<file path="src/rtl/pool_nl_ctrl.sv">
// Layer sequencer for the pool/non-linearity lane: latches config, issues pixels under credit
// control, tracks the fixed-latency valid pipe. Optional POOL_NL_CTRL_PERF_EN adds a stall counter.
module pool_nl_ctrl #(
    parameter int unsigned NL_LAT  = 2,
    parameter int unsigned CNT_W   = 16,
    parameter int unsigned CREDITS = 4
) (
    input  logic             clk,
    input  logic             rst_n,
    input  logic             cfg_start,
    input  logic             cfg_nl_enable,
    input  logic [2:0]       cfg_nl_type,
    input  logic [CNT_W-1:0] cfg_num_px,
    input  logic             cfg_abort,
    output logic             cfg_busy,
    output logic             cfg_done,
    output logic             cfg_err,
`ifdef POOL_NL_CTRL_PERF_EN
    output logic [CNT_W-1:0] perf_stall_cnt,
`endif
    input  logic             src_valid,
    output logic             src_ready,
    output logic             nl_enable,
    output logic [2:0]       nl_type,
    output logic             out_valid,
    input  logic             dst_pop
);

    localparam int unsigned OutW = $clog2(CREDITS + 1);
    localparam logic [OutW-1:0] CredMax = OutW'(CREDITS);

    typedef enum logic [1:0] {StIdle, StRun, StDrain, StDone} state_e;

    state_e            state_q, state_d;
    logic [CNT_W-1:0]  num_px_q;
    logic [CNT_W-1:0]  issued_q;
    logic [CNT_W-1:0]  issued_inc;
    logic [OutW-1:0]   outstanding_q, outstanding_d;
    logic [NL_LAT-1:0] pipe_q, pipe_d;
    logic              nl_enable_q;
    logic [2:0]        nl_type_q;
    logic              busy_q, done_q, err_q;
    logic              issue, start_acc, last_issue;

    // Abort wins over issue in the same cycle.
    assign issue      = (state_q == StRun) && src_valid && (outstanding_q < CredMax) && !cfg_abort;
    assign start_acc  = (state_q == StIdle) && cfg_start;
    assign issued_inc = issued_q + CNT_W'(1);
    assign last_issue = issue && (issued_inc == num_px_q);

    always_comb begin
        pipe_d    = pipe_q;
        pipe_d[0] = issue;
        for (int unsigned i = 1; i < NL_LAT; i++) begin
            pipe_d[i] = pipe_q[i-1];
        end
    end

    // Pop on an empty credit pool is dropped; issue+pop together cancel.
    always_comb begin
        outstanding_d = outstanding_q;
        if (issue && !dst_pop) begin
            outstanding_d = outstanding_q + OutW'(1);
        end else if (!issue && dst_pop && (outstanding_q != '0)) begin
            outstanding_d = outstanding_q - OutW'(1);
        end
    end

    always_comb begin
        state_d = state_q;
        unique case (state_q)
            StIdle: begin
                if (cfg_start) begin
                    state_d = (cfg_num_px == '0) ? StDone : StRun;
                end
            end
            StRun: begin
                if (cfg_abort || last_issue) begin
                    state_d = StDrain;
                end
            end
            // Leave as soon as the pipe will hold nothing next cycle.
            StDrain: begin
                if (pipe_d == '0) begin
                    state_d = StDone;
                end
            end
            StDone:  state_d = StIdle;
            default: state_d = StIdle;
        endcase
    end

    always_ff @(posedge clk or negedge rst_n) begin
        if (!rst_n) begin
            state_q       <= StIdle;
            num_px_q      <= '0;
            issued_q      <= '0;
            outstanding_q <= '0;
            pipe_q        <= '0;
            nl_enable_q   <= 1'b0;
            nl_type_q     <= 3'd0;
            busy_q        <= 1'b0;
            done_q        <= 1'b0;
            err_q         <= 1'b0;
        end else begin
            state_q       <= state_d;
            pipe_q        <= pipe_d;
            outstanding_q <= outstanding_d;
            busy_q        <= (state_d != StIdle);
            done_q        <= (state_d == StDone);
            err_q         <= start_acc && (cfg_nl_type > 3'd1);
            if (start_acc) begin
                num_px_q    <= cfg_num_px;
                issued_q    <= '0;
                nl_enable_q <= cfg_nl_enable;
                nl_type_q   <= (cfg_nl_type > 3'd1) ? 3'd0 : cfg_nl_type;
            end else if (issue) begin
                issued_q <= issued_inc;
            end
        end
    end

`ifdef POOL_NL_CTRL_PERF_EN
    logic [CNT_W-1:0] stall_q;

    always_ff @(posedge clk or negedge rst_n) begin
        if (!rst_n) begin
            stall_q <= '0;
        end else if (start_acc) begin
            stall_q <= '0;
        end else if ((state_q == StRun) && src_valid && !issue && (stall_q != '1)) begin
            stall_q <= stall_q + CNT_W'(1);
        end
    end

    assign perf_stall_cnt = stall_q;
`endif

    assign src_ready = issue;
    assign cfg_busy  = busy_q;
    assign cfg_done  = done_q;
    assign cfg_err   = err_q;
    assign nl_enable = nl_enable_q;
    assign nl_type   = nl_type_q;
    assign out_valid = pipe_q[NL_LAT-1];

endmodule

</file>
<file path="config.mk">
export PLATFORM = sky130hd
export DESIGN_NAME = pool_nl_ctrl
export DESIGN_NICKNAME = d
export VERILOG_FILES = /design/src/rtl/pool_nl_ctrl.sv
export SDC_FILE = /design/constraint.sdc
export NUM_CORES = 1
export LEC_CHECK = 0
export BUFFER_PORTS_ARGS = -buffer_cell sky130_fd_sc_hd__buf_2
export CORE_ASPECT_RATIO = 0.8
export CORE_MARGIN = 10
export CORE_UTILIZATION = 41
export DETAILED_ROUTE_END_ITERATION = 6
export PLACE_DENSITY_LB_ADDON = 0.3
export REMOVE_ABC_BUFFERS = 1
export SETUP_SLACK_MARGIN = 0.4
export SLEW_MARGIN = 25
export SYNTH_ARGS = -nofsm -noshare
export SYNTH_HDL_FRONTEND = slang
export SYNTH_SLANG_ARGS = --single-unit
export TNS_END_PERCENT = 5
</file>
<file path="constraint.sdc">
create_clock -name clk -period 2.7 [get_ports clk]
set_input_delay 0.405 -clock clk [delete_from_list [all_inputs] [get_ports clk]]
set_output_delay 0.405 -clock clk [all_outputs]
set_load 0.03 [all_outputs]
</file>
==> qor.txt, run 1 <==
Count leader, synth: nand2_1
Later-pin clock latency in the skew report: 0.31 ns
Die Y: 90.9 um
Worst slack, placed: 0.0932 ns
Tcrit/Tclk final: 91.0%
Final setup violation count: 0
Vias in the first global route: 2,108
H-tree Lvls: 2
R2R Path End: state_q[0]
Post-Synth Adder-Cell Area: 1.26%
Clock Sinks: 46
Synth top area cells: dfrtp_1, nand2_1, o21ai_0, xnor2_1, xor2_1
Crit Path Class: register to register
DRT Wirelength: 6.59 mm
Max IR drop VDD: 0.000473 V
Static Leak: 1.41 nW
Sequential share of the synthesized area: 44.7%
WL/cell: 15.7 um
PwrDens: 793 mW/mm^2
Startpoint types: register
Cell variety after synth: 50
Largest family of logic cells by synthesized area: simple AND/OR/NAND/NOR gates
Drt via density: 5.40
DRC errors left: 0
Die X: 109 um
Synth-to-Final Area Change: 18.4%
Crit-path max FO: 5
Routed Antenna Nets: 0
Gpl congestion: 0.966
Most frequent cells after synthesis: nand2_1, dfrtp_1, o21ai_0
Post-synth ARST share: 100%
Initial core utilization: 42.9%
Total net switching power: 961 uW
Hold_ws: 0.169 ns
Grt ovf: 0
Actual slew at the worst max-slew pin: 0.851 ns
Hold Vio Cnt, Final: 0
Comb pwr share: 37.3%
Share of layout cells above drive strength 1: 23.6%
Synth Cell Area: 0.00258 mm^2
Number of synthesized flops with an enable pin: 0
Yosys top cell by area: dfrtp_1
Initial DRT Pass Iterations: 4
Final core utilization: 50.8%
Worst R2R Start: issued_q[1]
Yosys reg bits: 46
DP HPWL: 4.50 mm
Core area: 0.00601 mm^2
TritonCTS buffer count: 5
Clock buffer depth: 2
Non-Filler Instances: 420
Avg Inst Size Synth: 8.70 um^2
1st-iter DRT viols: 204
Min setup slack post-route: 0.244 ns
Clock power frac: 18.2%
RSZ-0062 raised after global routing: yes
Worst EP required: 2.90 ns
Final Instance Area: 0.00305 mm^2
Post-synth top flop: dfrtp_1
Final net count: 366
R2R cell count: 8
Compound-cell area share of the yosys netlist: 14.4%
Class of the worst hold path: input port to async pin
Critical Path End Type: register
Via count: 2,268
Global-route wire length before repair: 10.8 mm
Fin. max-slew vios: 0
Area after DPL: 0.00282 mm^2
Initial antenna violation count: 0
Critical Path AT: 2.66 ns
Overall routing resource usage: 13.3%
Reg2reg setup slack: 0.24 ns
Max-cap violations: 0
Final Skew: 0.00381 ns
Multiplexer share of the synthesized area: 0.777%
Post-synthesis simple-gate area fraction: 26.5%
Int Power: 1.46 mW
Placed Instances: 400
Area share of the largest cell type after synthesis: 44.7%
Rel. slew slack: 43.1%
CTS Root Cell: clkbuf_8
Outcome: finished, final reports clean
Port Buffers: 34
Switching part of the total: 39.7%
Yosys Warn Count: 0
Ant. Diodes: 0
Final min period: 2.46 ns
Syn Inst Count: 296
Sequential fraction of design power: 44.5%
Synth Area in XOR/XNOR: 8.35%
Largest net degree at the start of global routing: 47
I/O pin count: 35
Area of the die: 0.00987 mm^2
Clock slew at reported path FFs: 0.09 ns
FP Rows: 25
Fmax: 407 MHz
CTS tree: built
==> area by class of cell <==
| class | count | area (um^2) |
|---|---|---|
| Clock buffer | 5 | 68.8 |
| Clock inverter | 3 | 25.0 |
| Fill cell | 579 | 2960 |
| Inverter | 4 | 15.0 |
| Multi-Input combinational cell | 227 | 1360 |
| Sequential cell | 46 | 1160 |
| Tap cell | 81 | 101 |
| Timing Repair Buffer | 54 | 318 |
==> through the flow <==
| step | setup TNS (ns) | power (mW) |
|---|---|---|
| finish | 0 | 2.42 |
| global route | 0 | 2.60 |
| CTS | 0 | 2.40 |
| detailed placement | 0 | 1.91 |
| global placement | 0 | 1.90 |
| floorplan | -0.0438 | 1.65 |
==> registers in the layout (all words and copies together) (netlist names) <==
name           cells
pipe_q             2
cfg_err            1
num_px_q          16
cfg_done           1
state_q            2
nl_type            3
issued_q          16
nl_enable          1
cfg_busy           1
outstanding_q      3
==> what timing repair did <==
| item | 4_1_cts | 5_1_grt |
|---|---|---|
| hold buffers | 0 | 0 |
| setup buffers | 4 | 8 |
| endpoints found under the setup margin | 2 | 5 |
| cloned | 0 | 0 |
| pin swaps | 2 | 4 |
| resized for setup | 6 | 9 |
==> cells in the final DEF, fill, tap and decap left out, types with 2 or more instances in the layout <==
cell type / count
nor3_1: 2
nand4_1: 6
clkbuf_8: 5
nor2b_1: 3
nand2b_1: 3
o21ai_0: 24
nor4_1: 9
nand2_1: 67
xor2_1: 8
and2_1: 5
o211ai_1: 2
or3_1: 2
a21oi_1: 12
xnor2_1: 12
nand3_1: 12
mux2i_1: 2
inv_1: 3
dfrtp_1: 39
nor2_1: 17
and3_1: 2
buf_2: 34
o31ai_1: 5
a31oi_1: 6
buf_4: 19
dfrtp_2: 7
or4_1: 2
o41ai_1: 2
and4_1: 2
==> critical path: stages, from the launching register on <==
cell and delay [ns]:
dfrtp_2 0.42, ha_4 0.18, buf_4 0.12, nand3_1 0.15, xnor2_1 0.26, nand2_1 0.08
or4_1 0.40, or4b_4 0.52, a31o_1 0.23
==> cells by family (layout without fill, tap and decap cells) <==
logic type | count (synthesis) | in the layout
adder cells (fa/ha/maj) | 2 | 2
buffers and inverters | 23 | 66
AO/OA/AOI/OAI | 61 | 61
flip-flops | 46 | 46
multiplexers | 2 | 2
XOR/XNOR | 22 | 22
AND/OR/NAND/NOR | 140 | 140
==> routing by layer <==
metal	up-vias	GRT usage [%]	part of all wire, %
met5	-	0	0
met4	0	4.93	2.1
li1	1123	-	-
met1	1056	20.3	49
met2	77	17.2	42
met3	12	3.28	6.6
==> how the worst max path moves through the flow <==
| stage | from | end | cells past startpoint |
|---|---|---|---|
| after floorplan | state_q[1] | state_q[0] | 7 |
| after global placement | issued_q[0] | state_q[0] | 7 |
| after detailed placement | issued_q[0] | state_q[0] | 7 |
| after CTS | issued_q[1] | state_q[0] | 7 |
| after global routing | issued_q[0] | state_q[0] | 8 |
| final | issued_q[1] | state_q[0] | 8 |
==> power groups by stage <==
stage               registers, mW  clock network [mW]  logic (mW)
global placement             1.08                   0       0.821
floorplan                    1.10                   0       0.558
finish                       1.08               0.440       0.902
global route                 1.10               0.485        1.01
CTS                          1.07               0.454       0.872
detailed placement           1.09                   0       0.829
Note: power is estimated with default switching activity, not from simulation.
==> run 2, diff against run 1 <==
--- a/config.mk
+++ b/config.mk
@@ -5,6 +5,7 @@
 export SDC_FILE = /design/constraint.sdc
 export NUM_CORES = 1
 export LEC_CHECK = 0
+export ABC_AREA = 1
 export BUFFER_PORTS_ARGS = -buffer_cell sky130_fd_sc_hd__buf_2
 export CORE_ASPECT_RATIO = 0.8
 export CORE_MARGIN = 10
==> run 2 against run 1 <==
  * Clock power rose by 20%
  * Non-clock buffer count decreased by 15
  * Utilization is 1.6 points lower
  * Via count down 0.22%
  * Clock skew increased by 0.0038 ns
  * Clock-buffer cell count did not move
  * Routed wire length down 7.1%
  * Total power shrank 2.7%
  * Die area shrank 2.4%
  * Cell count grew 7.1%
  * Critical path depth is 4 higher
  * Critical path type unchanged
  * Critical endpoint is now cfg_busy
  * Largest power group unchanged
  * Highest routed layer unchanged
==> qor.txt, run 2 <==
Largest net degree at the start of global routing: 29
Startpoint types: register
Share of layout cells above drive strength 1: 17.3%
Routed wl met3: 358 um
Rel. slew slack: 70.1%
Placed Instances: 442
Area of the die: 0.00964 mm^2
Worst R2R Start: issued_q[0]
RSZ-0062 raised after global routing: no
Synth-to-Final Area Change: 16.2%
Later-pin clock latency in the skew report: 0.31 ns
Initial DRT Pass Iterations: 4
Ant. Diodes: 0
Vias in the first global route: 2,219
Critical Path, Cell by Cell: ha_1, or2_2, nand3b_1, nand2_1, nor2_1, nand3_1, nor2_1, nand2_1, nor2_1, nand2_1, a21oi_2, nand3_1
Final Skew: 0.00756 ns
Routed Antenna Nets: 0
Final net count: 396
Initial core utilization: 42.3%
Post-CTS Hold Fix Bufs: 0
Outcome: finished, final reports clean
Tcrit/Tclk final: 77.6%
Crit-path max FO: 6
Syn Inst Count: 327
Fin. max-slew vios: 0
Critical Path AT: 2.28 ns
Actual slew at the worst max-slew pin: 0.449 ns
Multi-input logic area: 0.00117 mm^2
Synth Cell Area: 0.00250 mm^2
Fmax: 477 MHz
Slowest cell on crit path: dfrtp_1
Drt via density: 5.03
Crit-path leading delay family: simple AND/OR/NAND/NOR gates
Most frequent cells in the layout: nand2_1, dfrtp_1, inv_1, buf_2, nand3_1
DRT Wirelength: 6.13 mm
Class of the worst hold path: input port to async pin
DRC errors left: 0
Crit Path Class: register to register
DP HPWL: 4.71 mm
Die X: 107 um
Final Instance Area: 0.00291 mm^2
Post-synth top flop: dfrtp_1
CTS tree: built
Worst slack, placed: 0.595 ns
R2R cell count: 12
CP bufs+invs: 0
Reg2reg setup slack: 0.60 ns
Die Y: 89.8 um
Final min period: 2.10 ns
Grt ovf: 0
Via count: 2,263
Total power: 2.35 mW
Worst EP required: 2.88 ns
Non-Filler Instances: 450
Overall routing resource usage: 13.0%
Cell variety after synth: 27
TritonCTS buffer count: 5
Yosys reg bits: 46
Clock slew at reported path FFs: 0.09 ns
I/O pin count: 35
Sequential share of the synthesized area: 46.0%
Area after DPL: 0.00279 mm^2
Core area: 0.00591 mm^2
Clock buffer depth: 2
Final setup TNS: 0 ns
Most frequent cells after synthesis: nand2_1, dfrtp_1, inv_1
WL met1: 3.05 mm
Yosys top cell by area: dfrtp_1
Avg Inst Size Synth: 7.64 um^2
Gpl congestion: 0.808
Max-cap violations: 0
Slowest Stage Delay on Critical Path: 0.43 ns
Area share of the largest cell type after synthesis: 46.0%
WL/cell: 13.6 um
Clock Sinks: 46
1st-iter DRT viols: 117
Max IR drop VDD: 0.000430 V
Final core utilization: 49.1%
Critical Path End Type: register
Final setup violation count: 0
Fillers: 578
Uppermost layer routed: met4
Commonest non-fill, non-tap cell in the layout: nand2_1
H-tree Lvls: 2
FP Rows: 25
Port Buffers: 34
Sequential standard cell area: 0.00115 mm^2
CTS Root Cell: clkbuf_8
PwrDens: 810 mW/mm^2
Post-synth ARST share: 100%
Static Leak: 1.44 nW
Hold Vio Cnt, Final: 0
R2R Path End: cfg_busy
Global-route wire length before repair: 10.3 mm
Initial antenna violation count: 0
Min setup slack post-route: 0.604 ns
Met2 wire length: 2.67 mm
Count leader, synth: nand2_1
Number of synthesized flops with an enable pin: 0
Hold_ws: 0.0182 ns
Synth top area cells: dfrtp_1, nand2_1, inv_1, nand3_1, o21ai_0
Biggest regs: issued_q: 16 flops, num_px_q: 16 flops
Yosys Warn Count: 0
==> run 2: where the power goes <==
part	switching (mW)	internal, mW	total (mW)
Sequential	0.145	0.887	1.03
Combinational	0.500	0.294	0.794
Clock	0.249	0.278	0.527
==> run 2: cells by family (layout without fill, tap and decap cells) <==
logic type	after synthesis	count (layout)	share of synthesized area, %
buffers and inverters	48	90	7.21
AND/OR/NAND/NOR	189	189	34.4
adder cells (fa/ha/maj)	2	2	1.30
AO/OA/AOI/OAI	36	36	8.26
flip-flops	46	46	46.0
multiplexers	1	1	0.450
XOR/XNOR	5	5	2.30
==> run 2: area by class of cell <==
cell class              count  share of cell area, %
multi-input cells         233                   40.3
flip-flops and latches     46                   39.6
repair buffers             39                   7.15
inverters                  43                   5.56
well taps                  81                   3.49
clock buffers               5                   2.37
clock inverters             3                   1.51
==> run 2: how the worst max path moves through the flow <==
stage / startpoint / to / cells after the start
5_1_grt: issued_q[0] / cfg_busy / 14
3_5_place_dp: issued_q[0] / cfg_busy / 12
2_1_floorplan: state_q[1] / outstanding_q[1] / 7
3_3_place_gp: issued_q[0] / cfg_busy / 12
6_report: issued_q[0] / cfg_busy / 12
4_1_cts: issued_q[0] / cfg_busy / 12
==> run 2: metal layers <==
layer / GRT usage, % / vias up
li1: - / 1139
met1: 17.7 / 1055
met2: 19.6 / 64
met3: 3.00 / 5
met4: 4.73 / 0
met5: 0 / -
==> run 2: what timing repair did <==
item                       CTS  global route
resized for setup            0             2
buffers inserted             0             0
setup endpoints to repair    0             1
==> run 3, diff against run 2 <==
--- a/config.mk
+++ b/config.mk
@@ -5,7 +5,7 @@
 export SDC_FILE = /design/constraint.sdc
 export NUM_CORES = 1
 export LEC_CHECK = 0
-export ABC_AREA = 1
+export ABC_AREA = 0
 export BUFFER_PORTS_ARGS = -buffer_cell sky130_fd_sc_hd__buf_2
 export CORE_ASPECT_RATIO = 0.8
 export CORE_MARGIN = 10
==> constraint.sdc (replaced) <==
create_clock -name clk -period 1.75 [get_ports clk]
set_input_delay 0.2625 -clock clk [delete_from_list [all_inputs] [get_ports clk]]
set_output_delay 0.2625 -clock clk [all_outputs]
set_load 0.03 [all_outputs]
==> run 3 against run 2 <==
  * The flow now finishes with violations (negative setup slack)
  * Fmax down 13%
  * Highest routed layer unchanged
  * Via count rose by 5.5%
  * Routed wire length rose by 17%
  * Register-to-register slack got worse by 1.3 ns
  * Cell count grew 1.6%
  * Global-route usage increased by 1.8 points
  * Sequential power rose by 57%
  * Critical endpoint is now state_q[0]
  * Die area increased by 2.4%
  * Utilization increased by 9.1 points
  * Combinational power rose by 120%
  * Non-clock buffer count increased by 52
  * Flip-flop and latch count unchanged
==> qor.txt, run 3 (synthesis results as in run 1) <==
Commonest non-fill, non-tap cell in the layout: nand2_1
Synth-to-Final Area Change: 35.9%
DRT Wirelength: 7.15 mm
Area of the die: 0.00987 mm^2
Hold Crit Endpoint: nl_enable
Global-route wire length before repair: 12.0 mm
Final Instance Area: 0.00350 mm^2
R2R Path End: state_q[0]
Vias in the first global route: 2,386
Routed Antenna Nets: 0
Worst R2R Start: issued_q[8]
R2R cell count: 6
TritonCTS buffer count: 5
Port Buffers: 34
Grt ovf: 0
Core area: 0.00601 mm^2
Drt via density: 5.23
1st-iter DRT viols: 174
WL/cell: 15.6 um
Slowest cell on crit path: or4_1
Biggest regs: issued_q: 16 flops, num_px_q: 16 flops
Rel. slew slack: 75.0%
Die X: 109 um
Violated checks: negative setup slack
Fillers: 547
Crit-path leading delay family: simple AND/OR/NAND/NOR gates
Tcrit/Tclk final: 137%
Gpl congestion: 0.928
Share of layout cells above drive strength 1: 37.0%
Largest net degree at the start of global routing: 23
Most frequent cells in the layout: nand2_1, buf_4, dfrtp_1, buf_2, o21ai_0
Ant. Diodes: 0
H-tree Lvls: 2
Final core utilization: 58.3%
DP HPWL: 5.18 mm
DRC errors left: 0
Max IR drop VDD: 0.000797 V
FP Rows: 25
RSZ-0062 raised after global routing: yes
Critical Path End Type: register
Hold depth: 3
Fmax: 416 MHz
Slowest Stage Delay on Critical Path: 0.53 ns
Critical Path, Cell by Cell: and4_1, a311oi_2, a31oi_1, or4_1, or4b_4, a31o_1
CP bufs+invs: 0
Worst EP required: 1.96 ns
Via count: 2,388
Crit Path Class: register to register
Fin. max-slew vios: 0
Final min period: 2.40 ns
Clock Sinks: 46
Initial core utilization: 42.9%
Later-pin clock latency in the skew report: 0.31 ns
Min setup slack post-route: -0.654 ns
I/O pin count: 35
Critical Path AT: 2.61 ns
Crit-path max FO: 3
Clock buffer depth: 2
Class of the worst hold path: input port to register
Overall routing resource usage: 14.8%
Worst hold path startpoint: cfg_nl_enable
CTS tree: built
Die Y: 90.9 um
Static Leak: 1.64 nW
Hold Vio Cnt, Final: 0
Actual slew at the worst max-slew pin: 0.376 ns
Final setup violation count: 6
Initial antenna violation count: 0
CTS Root Cell: clkbuf_8
Area after DPL: 0.00315 mm^2
PwrDens: 1210 mW/mm^2
Clock slew at reported path FFs: 0.09 ns
Max-cap violations: 0
Initial DRT Pass Iterations: 4
Startpoint types: register
Reg2reg setup slack: -0.65 ns
Final net count: 403
Final Skew: 0.0115 ns
Outcome: complete, but fails checks
==> run 3: metrics by stage <==
stage          hold WS [ns]  std cells  power, mW  TNS, ns  setup WS [ns]
6_report              0.143        457       4.22    -1.92         -0.654
5_1_grt               0.136        457       4.53    -2.55         -0.733
4_1_cts               0.143        455       4.17    -1.86         -0.630
3_5_place_dp          0.197        443       3.20    -3.48         -0.786
3_3_place_gp          0.199        443       3.17    -3.31         -0.702
2_1_floorplan       -0.0331        277       2.55   -13.64         -0.994
==> run 3: area by class of cell <==
type                            count  area (um^2)  share of cell area (%)
Clock buffer                        5         68.8                    1.97
Clock inverter                      3         43.8                    1.25
Inverter                            4         15.0                   0.429
Multi-Input combinational cell    227         1480                    42.2
Sequential cell                    46         1160                    33.0
Tap cell                           81          101                    2.89
Timing Repair Buffer               91          638                    18.2
==> run 3: power breakdown <==
part           total (mW)  leakage, nW  internal (mW)  switching (mW)
clock               0.817       0.0585          0.428           0.388
combinational        1.78        0.994          0.849           0.931
sequential           1.62        0.592           1.35           0.269
==> run 3: worst max path at each step <==
stage	startpoint	end	slack, ns	depth (start not counted)
detailed placement	issued_q[1]	state_q[0]	-0.79	7
finish	issued_q[8]	state_q[0]	-0.65	6
floorplan	state_q[1]	state_q[0]	-0.99	7
CTS	issued_q[0]	state_q[0]	-0.63	7
global route	issued_q[3]	state_q[0]	-0.73	6
global placement	issued_q[1]	state_q[0]	-0.70	7
==> run 3: timing repair <==
item / 4_1_cts / 5_1_grt
hold endpoints to repair: 15 / 0
setup buffers: 3 / 2
resized for setup: 34 / 23
setup endpoints to repair: 43 / 43
pin swaps: 6 / 14
hold buffers: 1 / 0
==> run 3: per-layer routing <==
metal / GRT usage, % / part of all wire (%) / up-vias / wire (um)
met5: 0 / 0 / - / 0
met4: 3.95 / 1.3 / 0 / 90
met3: 3.57 / 6.2 / 9 / 445
met2: 21.7 / 43 / 71 / 3110
met1: 21.0 / 49 / 1104 / 3500
li1: - / - / 1204 / -
==> run 3: tightest hold or removal path, stage by stage <==
cell and delay (ns):
buf_2 0.08, nand2_1 0.04, nand2_1 0.05
